==> src/rtl/div_iter_if.sv <==
// Start/ready divide handshake between the EX-stage ALU (master) and the
// iterative divider (slave).
interface div_iter_if #(
   parameter int DATA_W = 32
);
   logic                  signed_div_i;
   logic [DATA_W-1:0]     opdata1_i;
   logic [DATA_W-1:0]     opdata2_i;
   logic                  start_i;
   logic                  annul_i;
   logic [2*DATA_W-1:0]   result_o;
   logic                  ready_o;

   modport master (
      output signed_div_i, opdata1_i, opdata2_i, start_i, annul_i,
      input  result_o, ready_o
   );

   modport slave (
      input  signed_div_i, opdata1_i, opdata2_i, start_i, annul_i,
      output result_o, ready_o
   );
endinterface

==> src/rtl/div_iter.sv <==
// Iterative radix-2 restoring divider, one quotient bit per clock.
// Result is {remainder, quotient}; ready_o is a registered decode of DONE.
module div_iter #(
   parameter int DATA_W = 32,
   parameter int CNT_W  = 6
) (
   input  logic      clk,
   input  logic      rst,
   div_iter_if.slave bus
);
   typedef enum logic [1:0] {IDLE, BYZERO, BUSY, DONE} state_t;

   localparam logic [CNT_W-1:0] LAST = CNT_W'(DATA_W - 1);

   state_t                state, state_nxt;
   logic [CNT_W-1:0]      cnt;
   logic [2*DATA_W:0]     pr, pr_sh, pr_step;
   logic [DATA_W:0]       diff;
   logic [DATA_W-1:0]     dvs, mag1, mag2, quo, rem;
   logic [2*DATA_W-1:0]   result;
   logic                  neg_q, neg_r, ready;
   logic                  latch, step, finish;

   assign bus.result_o = result;
   assign bus.ready_o  = ready;

   // Operands become magnitudes at latch time; signs are kept for fix-up.
   assign mag1 = (bus.signed_div_i && bus.opdata1_i[DATA_W-1]) ? -bus.opdata1_i : bus.opdata1_i;
   assign mag2 = (bus.signed_div_i && bus.opdata2_i[DATA_W-1]) ? -bus.opdata2_i : bus.opdata2_i;

   always_comb begin
      pr_sh   = pr << 1;
      diff    = pr_sh[2*DATA_W:DATA_W] - {1'b0, dvs};
      pr_step = diff[DATA_W] ? pr_sh : {diff, pr_sh[DATA_W-1:1], 1'b1};
      quo     = neg_q ? -pr_step[DATA_W-1:0] : pr_step[DATA_W-1:0];
      rem     = neg_r ? -pr_step[2*DATA_W-1:DATA_W] : pr_step[2*DATA_W-1:DATA_W];
   end

   always_ff @(posedge clk) begin
      if (rst) state <= IDLE;
      else     state <= state_nxt;
   end

   always_comb begin
      state_nxt = state;
      latch     = 1'b0;
      step      = 1'b0;
      finish    = 1'b0;
      case (state)
         IDLE: begin
            if (bus.start_i && !bus.annul_i) begin
               latch     = 1'b1;
               state_nxt = (bus.opdata2_i == '0) ? BYZERO : BUSY;
            end
         end
         BYZERO: begin
            if (bus.annul_i) state_nxt = IDLE;
            else begin
               finish    = 1'b1;
               state_nxt = DONE;
            end
         end
         BUSY: begin
            if (bus.annul_i) state_nxt = IDLE;
            else begin
               step = 1'b1;
               if (cnt == LAST) begin
                  finish    = 1'b1;
                  state_nxt = DONE;
               end
            end
         end
         DONE:    state_nxt = IDLE;
         default: state_nxt = IDLE;
      endcase
   end

   always_ff @(posedge clk) begin
      if (rst) begin
         cnt    <= '0;
         pr     <= '0;
         dvs    <= '0;
         neg_q  <= 1'b0;
         neg_r  <= 1'b0;
         result <= '0;
         ready  <= 1'b0;
      end else begin
         ready <= (state == DONE);
         if (latch) begin
            pr    <= {{(DATA_W+1){1'b0}}, mag1};
            dvs   <= mag2;
            neg_q <= bus.signed_div_i & (bus.opdata1_i[DATA_W-1] ^ bus.opdata2_i[DATA_W-1]);
            neg_r <= bus.signed_div_i & bus.opdata1_i[DATA_W-1];
            cnt   <= '0;
         end else if (step) begin
            pr  <= pr_step;
            cnt <= cnt + CNT_W'(1);
         end
         // Sign fix-up lands in result on the edge that enters DONE.
         if (finish) result <= (state == BYZERO) ? '0 : {rem, quo};
      end
   end
endmodule

==> src/flat_wrapper.sv <==
// flat-port wrapper written by rule: the top's interface ports become plain ports
module div_iter_flat 
#(
   parameter int DATA_W = 32,
   parameter int CNT_W  = 6
)
  (clk, rst, bus_signed_div_i, bus_opdata1_i, bus_opdata2_i, bus_start_i, bus_annul_i, bus_result_o, bus_ready_o);
  div_iter_if #(.DATA_W(DATA_W)) bus_i ();
  input  logic clk;
  input  logic rst;
  input wire logic [$bits(bus_i.signed_div_i)-1:0] bus_signed_div_i;
  input wire logic [$bits(bus_i.opdata1_i)-1:0] bus_opdata1_i;
  input wire logic [$bits(bus_i.opdata2_i)-1:0] bus_opdata2_i;
  input wire logic [$bits(bus_i.start_i)-1:0] bus_start_i;
  input wire logic [$bits(bus_i.annul_i)-1:0] bus_annul_i;
  output wire logic [$bits(bus_i.result_o)-1:0] bus_result_o;
  output wire logic [$bits(bus_i.ready_o)-1:0] bus_ready_o;
  assign bus_i.signed_div_i = bus_signed_div_i;
  assign bus_i.opdata1_i = bus_opdata1_i;
  assign bus_i.opdata2_i = bus_opdata2_i;
  assign bus_i.start_i = bus_start_i;
  assign bus_i.annul_i = bus_annul_i;
  assign bus_result_o = bus_i.result_o;
  assign bus_ready_o = bus_i.ready_o;
  div_iter #(.DATA_W(DATA_W), .CNT_W(CNT_W)) u_core (.clk(clk), .rst(rst), .bus(bus_i));
endmodule
==> config.mk <==
export PLATFORM = sky130hd
export DESIGN_NAME = div_iter_flat
export DESIGN_NICKNAME = d
export VERILOG_FILES = /design/src/rtl/div_iter_if.sv /design/src/rtl/div_iter.sv /design/src/flat_wrapper.sv
export SDC_FILE = /design/constraint.sdc
export NUM_CORES = 1
export LEC_CHECK = 0
export CAP_MARGIN = 10
export CORE_MARGIN = 5
export CORE_UTILIZATION = 60
export CTS_BUF_LIST = sky130_fd_sc_hd__clkbuf_2
export DETAILED_ROUTE_END_ITERATION = 6
export PLACE_DENSITY_LB_ADDON = 0.25
export SLEW_MARGIN = 40
export SYNTH_ARGS = -nofsm -noshare
export SYNTH_HDL_FRONTEND = slang
export SYNTH_SLANG_ARGS = --single-unit
==> constraint.sdc <==
create_clock -name clk -period 10.9 [get_ports clk]
set_input_delay 1.635 -clock clk [delete_from_list [all_inputs] [get_ports clk]]
set_output_delay 1.635 -clock clk [all_outputs]
set_load 0.01 [all_outputs]
==> qor.csv, run 1 <==
metric,value,unit
final hold vios,0,
Max Fclk,0.1838,GHz
XOR/XNOR share of the synthesized area,10.23,%
post-synthesis simple-gate area fraction,22.68,%
Sw Pwr,1.821,mW
Core Box Area,0.01933,mm²
final worst slack,5458,ps
Ports,134,
Bufs and invs on worst path,3,
clock root buffer master,clkbuf_2,
post-route ant nets,0,
status,"finished, final reports clean",
Die W,149.8,µm
# rows,51,
Die H,149.8,µm
Slew @ Worst Pin,827.8,ps
max cap viols,0,
drt pass-1 iters,6,
nets,1723,
gr usage total,30.44,%
leakage power,4.678,nW
Via density,6.188,
clock share of power,10.4,%
Tmin final,5442,ps
total CTS buffers,17,
Rel. slew slack,44.23,%
later-pin clock latency in the skew report,810,ps
number of remaining DRC errors,0,
Ys Warns,0,
RD Place Congestion,0.9599,
Hold WC Path Type,reg -> reg,
Final Max Tran Viols,0,
post-CTS setup buffer count,0,
Total Die Area,0.02244,mm²
Netlist cell types,83,
crit start category,flip-flop,
via count,11700,
# port buffers,133,
CP max stage delay,510,ps
CP Class,reg -> reg,
htree depth,4,
drt total wl,34.48,mm
WP data arrival,6150,ps
logic gate share of total power,66.6,%
largest net degree at the start of global routing,72,
post-synthesis adder-cell area fraction,4.544,%
Initial Utilization,60.66,%
first-pass GRT wire length,55.34,mm
most common flop cell mapped by yosys,dfxtp_1,
Worst Path Max Fanout,48,
post-synthesis sequential area ratio,29.19,%
drt initial violations,1068,
mux contribution to synthesized area,2.592,%
drt wl/cell,18.23,µm
"delay-heaviest family, CP",compound AO/OA/AOI/OAI gates,
Final HPWL DP,25.80,mm
Post-synth EDFFs,0,
layout cells sized above 1,5.108,%
grt ovf,0,
Synth-to-Final Area Change,13.72,%
largest family of logic cells by synthesized area,compound AO/OA/AOI/OAI gates,
synthesized area,0.01173,mm²
Critical Path RT,11610,ps
internal power,1.660,mW
unrepaired setup endpoints after global routing,no,
Peak supply drop,199.3,µV
part of the power in registers,23.0,%
Post-CTS Hold Buffers,0,
crit path cell chain,inv_1 > ha_1 > inv_1 > fa_1 > a21o_1 > a221oi_4 > o211ai_4 > o211ai_2 > mux2i_2 > and2_2 > buf_4 > mux2i_1 > ha_1 > nand2_1 > nor4b_1 > and3_1 > o21ai_1 > o31ai_1 > xnor2_1 > o21ai_1,
pre-CTS setup slack,5603,ps
"Slowest-stage cell, CP",buf_4,
Clock Sinks,171,
clock skew,57.04,ps
CTS clock-pin slew for the worst setup and hold paths,280,ps
CTS max path bufs,2,
Net Sw Frac,52.32,%
cell count after synthesis,1546,
Syn Nets,1657,
CTS resizes,0,
Post-synth ARST share,0,%
Final setup viols,0,
synthesized area per cell,7.587,µm²
initial antenna violation count,1,
setup TNS,0,ps
post-route clock period utilization,49.93,%
CP Capture Type,flip-flop,
post-synthesis compound-gate area fraction,25.47,%
total power,3.481,mW
vias in the first global route,10710,
CTS tree,done,
Pwr per Cell Area,261.0,mW/mm²
"flops & latches, synth",171,
[stage by stage]
step                utilization (%)  instances  hold slack [ps]  cell area [µm²]
floorplan                         -       1546            431.9            11730
global placement              67.56       1858            433.0            13060
detailed placement            67.61       1858            441.3            13070
CTS                           68.94       1890            469.7            13330
global route                  68.98       1891            487.9            13340
finish                        68.98       1891            466.0            13340
[power by group through the flow]
stage | sequential [mW] | combinational [mW] | clock, mW
after CTS | 0.797 | 2.27 | 0.365
final | 0.800 | 2.32 | 0.363
after detailed placement | 0.809 | 2.26 | 0
after floorplan | 0.777 | 1.76 | 0
after global routing | 0.811 | 2.52 | 0.395
after global placement | 0.806 | 2.23 | 0
[cells in the mapped netlist, types with 4 or more instances]
cell type    n  area, µm²
a211oi_1    54      405.4
a21boi_0     5      37.54
a21o_1      13      97.59
a21oi_1     87      435.4
a22oi_1     23      172.7
a311oi_1    35      306.5
a31oi_1     15      93.84
and2_1      13      81.33
and3_1       9      56.30
and4_1       4      35.03
buf_1        7      26.28
buf_2       13      65.06
buf_6        5      56.30
clkbuf_1    69      259.0
dfxtp_1    171       3423
ha_1        41      513.0
inv_1       54      202.7
mux2i_1     24      240.2
nand2_1    193      724.4
nand2b_1    11      68.82
nand3_1     12      60.06
nand3b_1     5      37.54
nand4_1     16      100.1
nor2_1     197      739.5
nor2b_1      7      43.79
nor3_1      32      160.2
nor4_1       7      43.79
o211ai_1     6      45.04
o21a_1      14      105.1
o21ai_0     79      395.4
o21ai_1     28      140.1
o22ai_1      4      25.02
o31ai_1     20      150.1
o41ai_1     16      140.1
or2_2        6      37.54
or3_1       39      244.0
or4_1       10      75.07
xnor2_1     76      665.6
xor2_1      61      534.3
[logic make-up after synthesis]
group / count (synthesis)
buffers and inverters: 150
muxes: 29
xor gates and xnor gates: 137
AOI/OAI and AO/OA: 440
DFF: 171
and+or+nand+nor: 577
adders and majority gates: 42
[metal layers]
layer | track usage, % | share of wire (%)
met1 | 43.02 | 44
met2 | 48.46 | 46
met3 | 4.664 | 7.4
met4 | 8.371 | 2.3
met5 | 0 | 0
[layout by cell type (no fill, tap or decap), types with 35 or more instances in the layout]
master and instances:
a211oi_1 54, xnor2_1 76, a311oi_1 35, dfxtp_1 169, or3_1 38, nand2_1 193, a21oi_1 86, inv_1 54
ha_1 41, nor2_1 197, o21ai_0 79, clkdlybuf4s50_1 132, xor2_1 61
[path summary, 6_finish.rpt]
kind,to,depth (start not counted),slack [ps],start
max reg2reg,u_core.bus.result_o[56],20,5460,u_core.pr[31]
max,u_core.bus.result_o[56],20,5460,u_core.pr[31]
min reg2reg,u_core.bus.result_o[49],2,470,u_core.bus.result_o[49]
min,u_core.bus.result_o[49],2,470,u_core.bus.result_o[49]
[state kept, by name, indices dropped and copies added, names as in the netlist]
name and flops:
u_core.neg_q 1, u_core.neg_r 1, u_core.bus.result_o 64, u_core.cnt 6
u_core.bus.ready_o 1, u_core.pr 64, u_core.dvs 32, u_core.state 2
[cell type report]
cell class                      instances  area [µm²]
Antenna cell                            1       2.502
Clock buffer                           17       85.08
Clock inverter                         15       172.7
Fill cell                            1625        5997
Inverter                               55       206.4
Multi-Input combinational cell       1225        7717
Sequential cell                       171        3426
Tap cell                              265       331.6
Timing Repair Buffer                  142        1396
[worst reg2reg max path, cell delays in order (launching register included)]
cell and delay (ps):
dfxtp_1 410, inv_1 70, ha_1 150, inv_1 60, fa_1 400, a21o_1 230, a221oi_4 310, o211ai_4 180
o211ai_2 190, mux2i_2 460, and2_2 240, buf_4 510, mux2i_1 370, ha_1 330, nand2_1 130, nor4b_1 370
and3_1 200, o21ai_1 180, o31ai_1 340, xnor2_1 160, o21ai_1 70
(Power assumes the default switching activity.)
==> run 2: changes to the inputs <==
--- a/config.mk
+++ b/config.mk
@@ -7,7 +7,7 @@
 export LEC_CHECK = 0
 export CAP_MARGIN = 10
 export CORE_MARGIN = 5
-export CORE_UTILIZATION = 60
+export CORE_UTILIZATION = 53
 export CTS_BUF_LIST = sky130_fd_sc_hd__clkbuf_2
 export DETAILED_ROUTE_END_ITERATION = 6
 export PLACE_DENSITY_LB_ADDON = 0.25
==> constraint.sdc (replaced) <==
create_clock -name clk -period 4.59 [get_ports clk]
set_input_delay 0.6885 -clock clk [delete_from_list [all_inputs] [get_ports clk]]
set_output_delay 0.6885 -clock clk [all_outputs]
set_load 0.01 [all_outputs]
==> run 2 against run 1 <==
Against the previous run: critical path depth fell by 1; flip-flop and latch count did not move; hold slack got worse by 100 ps; clock skew fell by 17 ps; core utilization fell by 6.8 points; non-clock buffer count rose by 24; combinational power rose by 150%; first-iteration DRC count did not move.
==> qor.csv, run 2 (same netlist as run 1, synthesis figures left out) <==
metric,value,unit
largest net degree at the start of global routing,67,
Util after Layout,62.18,%
first-pass GRT wire length,57.38,mm
CTS tree,done,
post-CTS setup buffer count,0,
# rows,54,
layout cells sized above 1,6.913,%
Hold WC Path Type,in -> reg,
nets,1747,
crit start category,flip-flop,
leakage power,4.790,nW
Via density,6.090,
grt ovf,0,
CP Capture Type,flip-flop,
CTS clock-pin slew for the worst setup and hold paths,270,ps
Tmin final,4435,ps
status,"finished, final reports clean",
via count,11750,
Clock Sinks,171,
CP Class,reg -> reg,
gr usage total,27.08,%
Critical Path RT,5250,ps
WP data arrival,5100,ps
drt pass-1 iters,6,
Die H,158.8,µm
Initial Utilization,53.74,%
"most common cell after layout, fill and taps aside",nor2_1,
Final HPWL DP,26.59,mm
placed cell areas,0.01326,mm²
Synth-to-Final Area Change,15.70,%
"commonest cells after routing, fill and taps aside","nor2_1 (197), nand2_1 (193), dfxtp_1 (170)",
Slew @ Worst Pin,691.3,ps
clock skew,39.91,ps
Worst Path Max Fanout,8,
Bufs and invs on worst path,3,
Final setup viols,0,
drt initial violations,1068,
setup TNS,0,ps
post-route ant nets,0,
number of remaining DRC errors,0,
later-pin clock latency in the skew report,780,ps
total CTS buffers,17,
Die W,158.8,µm
CTS max path bufs,2,
Final Max Tran Viols,0,
post-route clock period utilization,96.62,%
drt wl/cell,18.32,µm
Rel. slew slack,53.92,%
Pwr per Cell Area,623.0,mW/mm²
final worst slack,155.3,ps
max cap viols,0,
vias in the first global route,10920,
crit path cell chain,inv_1 > ha_1 > inv_1 > fa_1 > a21o_1 > a221oi_4 > o211ai_4 > o211ai_2 > mux2i_2 > and2_2 > inv_2 > ha_1 > nand3b_1 > or3_1 > or4_4 > o41ai_1 > xnor2_1 > a22oi_1 > nor2_1,
clock root buffer master,clkbuf_2,
Ports,134,
pre-CTS setup slack,56.08,ps
RD Place Congestion,0.9450,
Max Fclk,0.2255,GHz
"delay-heaviest family, CP",compound AO/OA/AOI/OAI gates,
drt total wl,35.35,mm
Total Die Area,0.02520,mm²
# port buffers,133,
initial antenna violation count,1,
CP max stage delay,500,ps
Core Box Area,0.02182,mm²
"Slowest-stage cell, CP",or4_4,
final hold vios,0,
Peak supply drop,412.5,µV
htree depth,4,
design area,0.01357,mm²
-- run 2: cell types whose count changed in the layout (fill, tap and decap cells not counted), sizes merged --
cell	before	now
clkbuf	17	18
clkinvlp	1	2
buf	10	34
inv	64	62
-- run 2: through the flow --
step | power, mW | hold WS (ps) | cells
2_1_floorplan | 6.039 | 431.9 | 1546
3_3_place_gp | 7.371 | 436.4 | 1897
3_5_place_dp | 7.424 | 439.2 | 1897
4_1_cts | 8.283 | 312.7 | 1929
5_1_grt | 9.076 | 333.8 | 1930
6_report | 8.454 | 365.2 | 1930
-- run 2: layout make-up --
cell class                 count  area (µm²)
tap                          280       350.3
multi-input combinational   1225        7762
timing repair buffer         166        1577
sequential                   171        3425
inverter                      55       206.4
antenna                        1       2.502
clock buffer                  18       90.09
clock inverter                14       157.7
fill                        2033        8253
-- run 2: routing by layer --
metal,vias up,track usage [%],wire length (µm)
met5,-,0,0
met4,0,6.922,682
met3,54,4.095,2370
met2,436,43.19,16220
met1,5539,38.43,16080
li1,5724,-,-
-- run 2: where the power goes --
part / internal, mW / switching (mW) / total [mW]
Clock: 0.225 / 0.629 / 0.854
Combinational: 2.17 / 3.54 / 5.71
Sequential: 1.68 / 0.219 / 1.89
-- run 2: worst register-to-register path: stages, from the launching register on --
cell      delay [ps]
dfxtp_1          410
inv_1             70
ha_1             150
inv_1             50
fa_1             390
a21o_1           230
a221oi_4         300
o211ai_4         170
o211ai_2         200
mux2i_2          110
and2_2           270
inv_2            140
ha_1             220
nand3b_1         120
or3_1            360
or4_4            500
o41ai_1          340
xnor2_1          110
a22oi_1          160
nor2_1            60
-- run 2: worst paths after layout --
path,startpoint,endpoint,slack (ps),cells after the start
worst max-delay path,u_core.pr[31],u_core.bus.result_o[30],160,19
worst min-delay path,rst,u_core.dvs[0],370,2
worst max register to register,u_core.pr[31],u_core.bus.result_o[30],160,19
worst min register to register,u_core.bus.result_o[52],u_core.bus.result_o[52],470,2
-- run 2: timing repair --
| item | 4_1_cts | 5_1_grt |
|---|---|---|
| hold buffers | 0 | 0 |
| resized for setup | 0 | 10 |
| endpoints found under the setup margin | 0 | 14 |
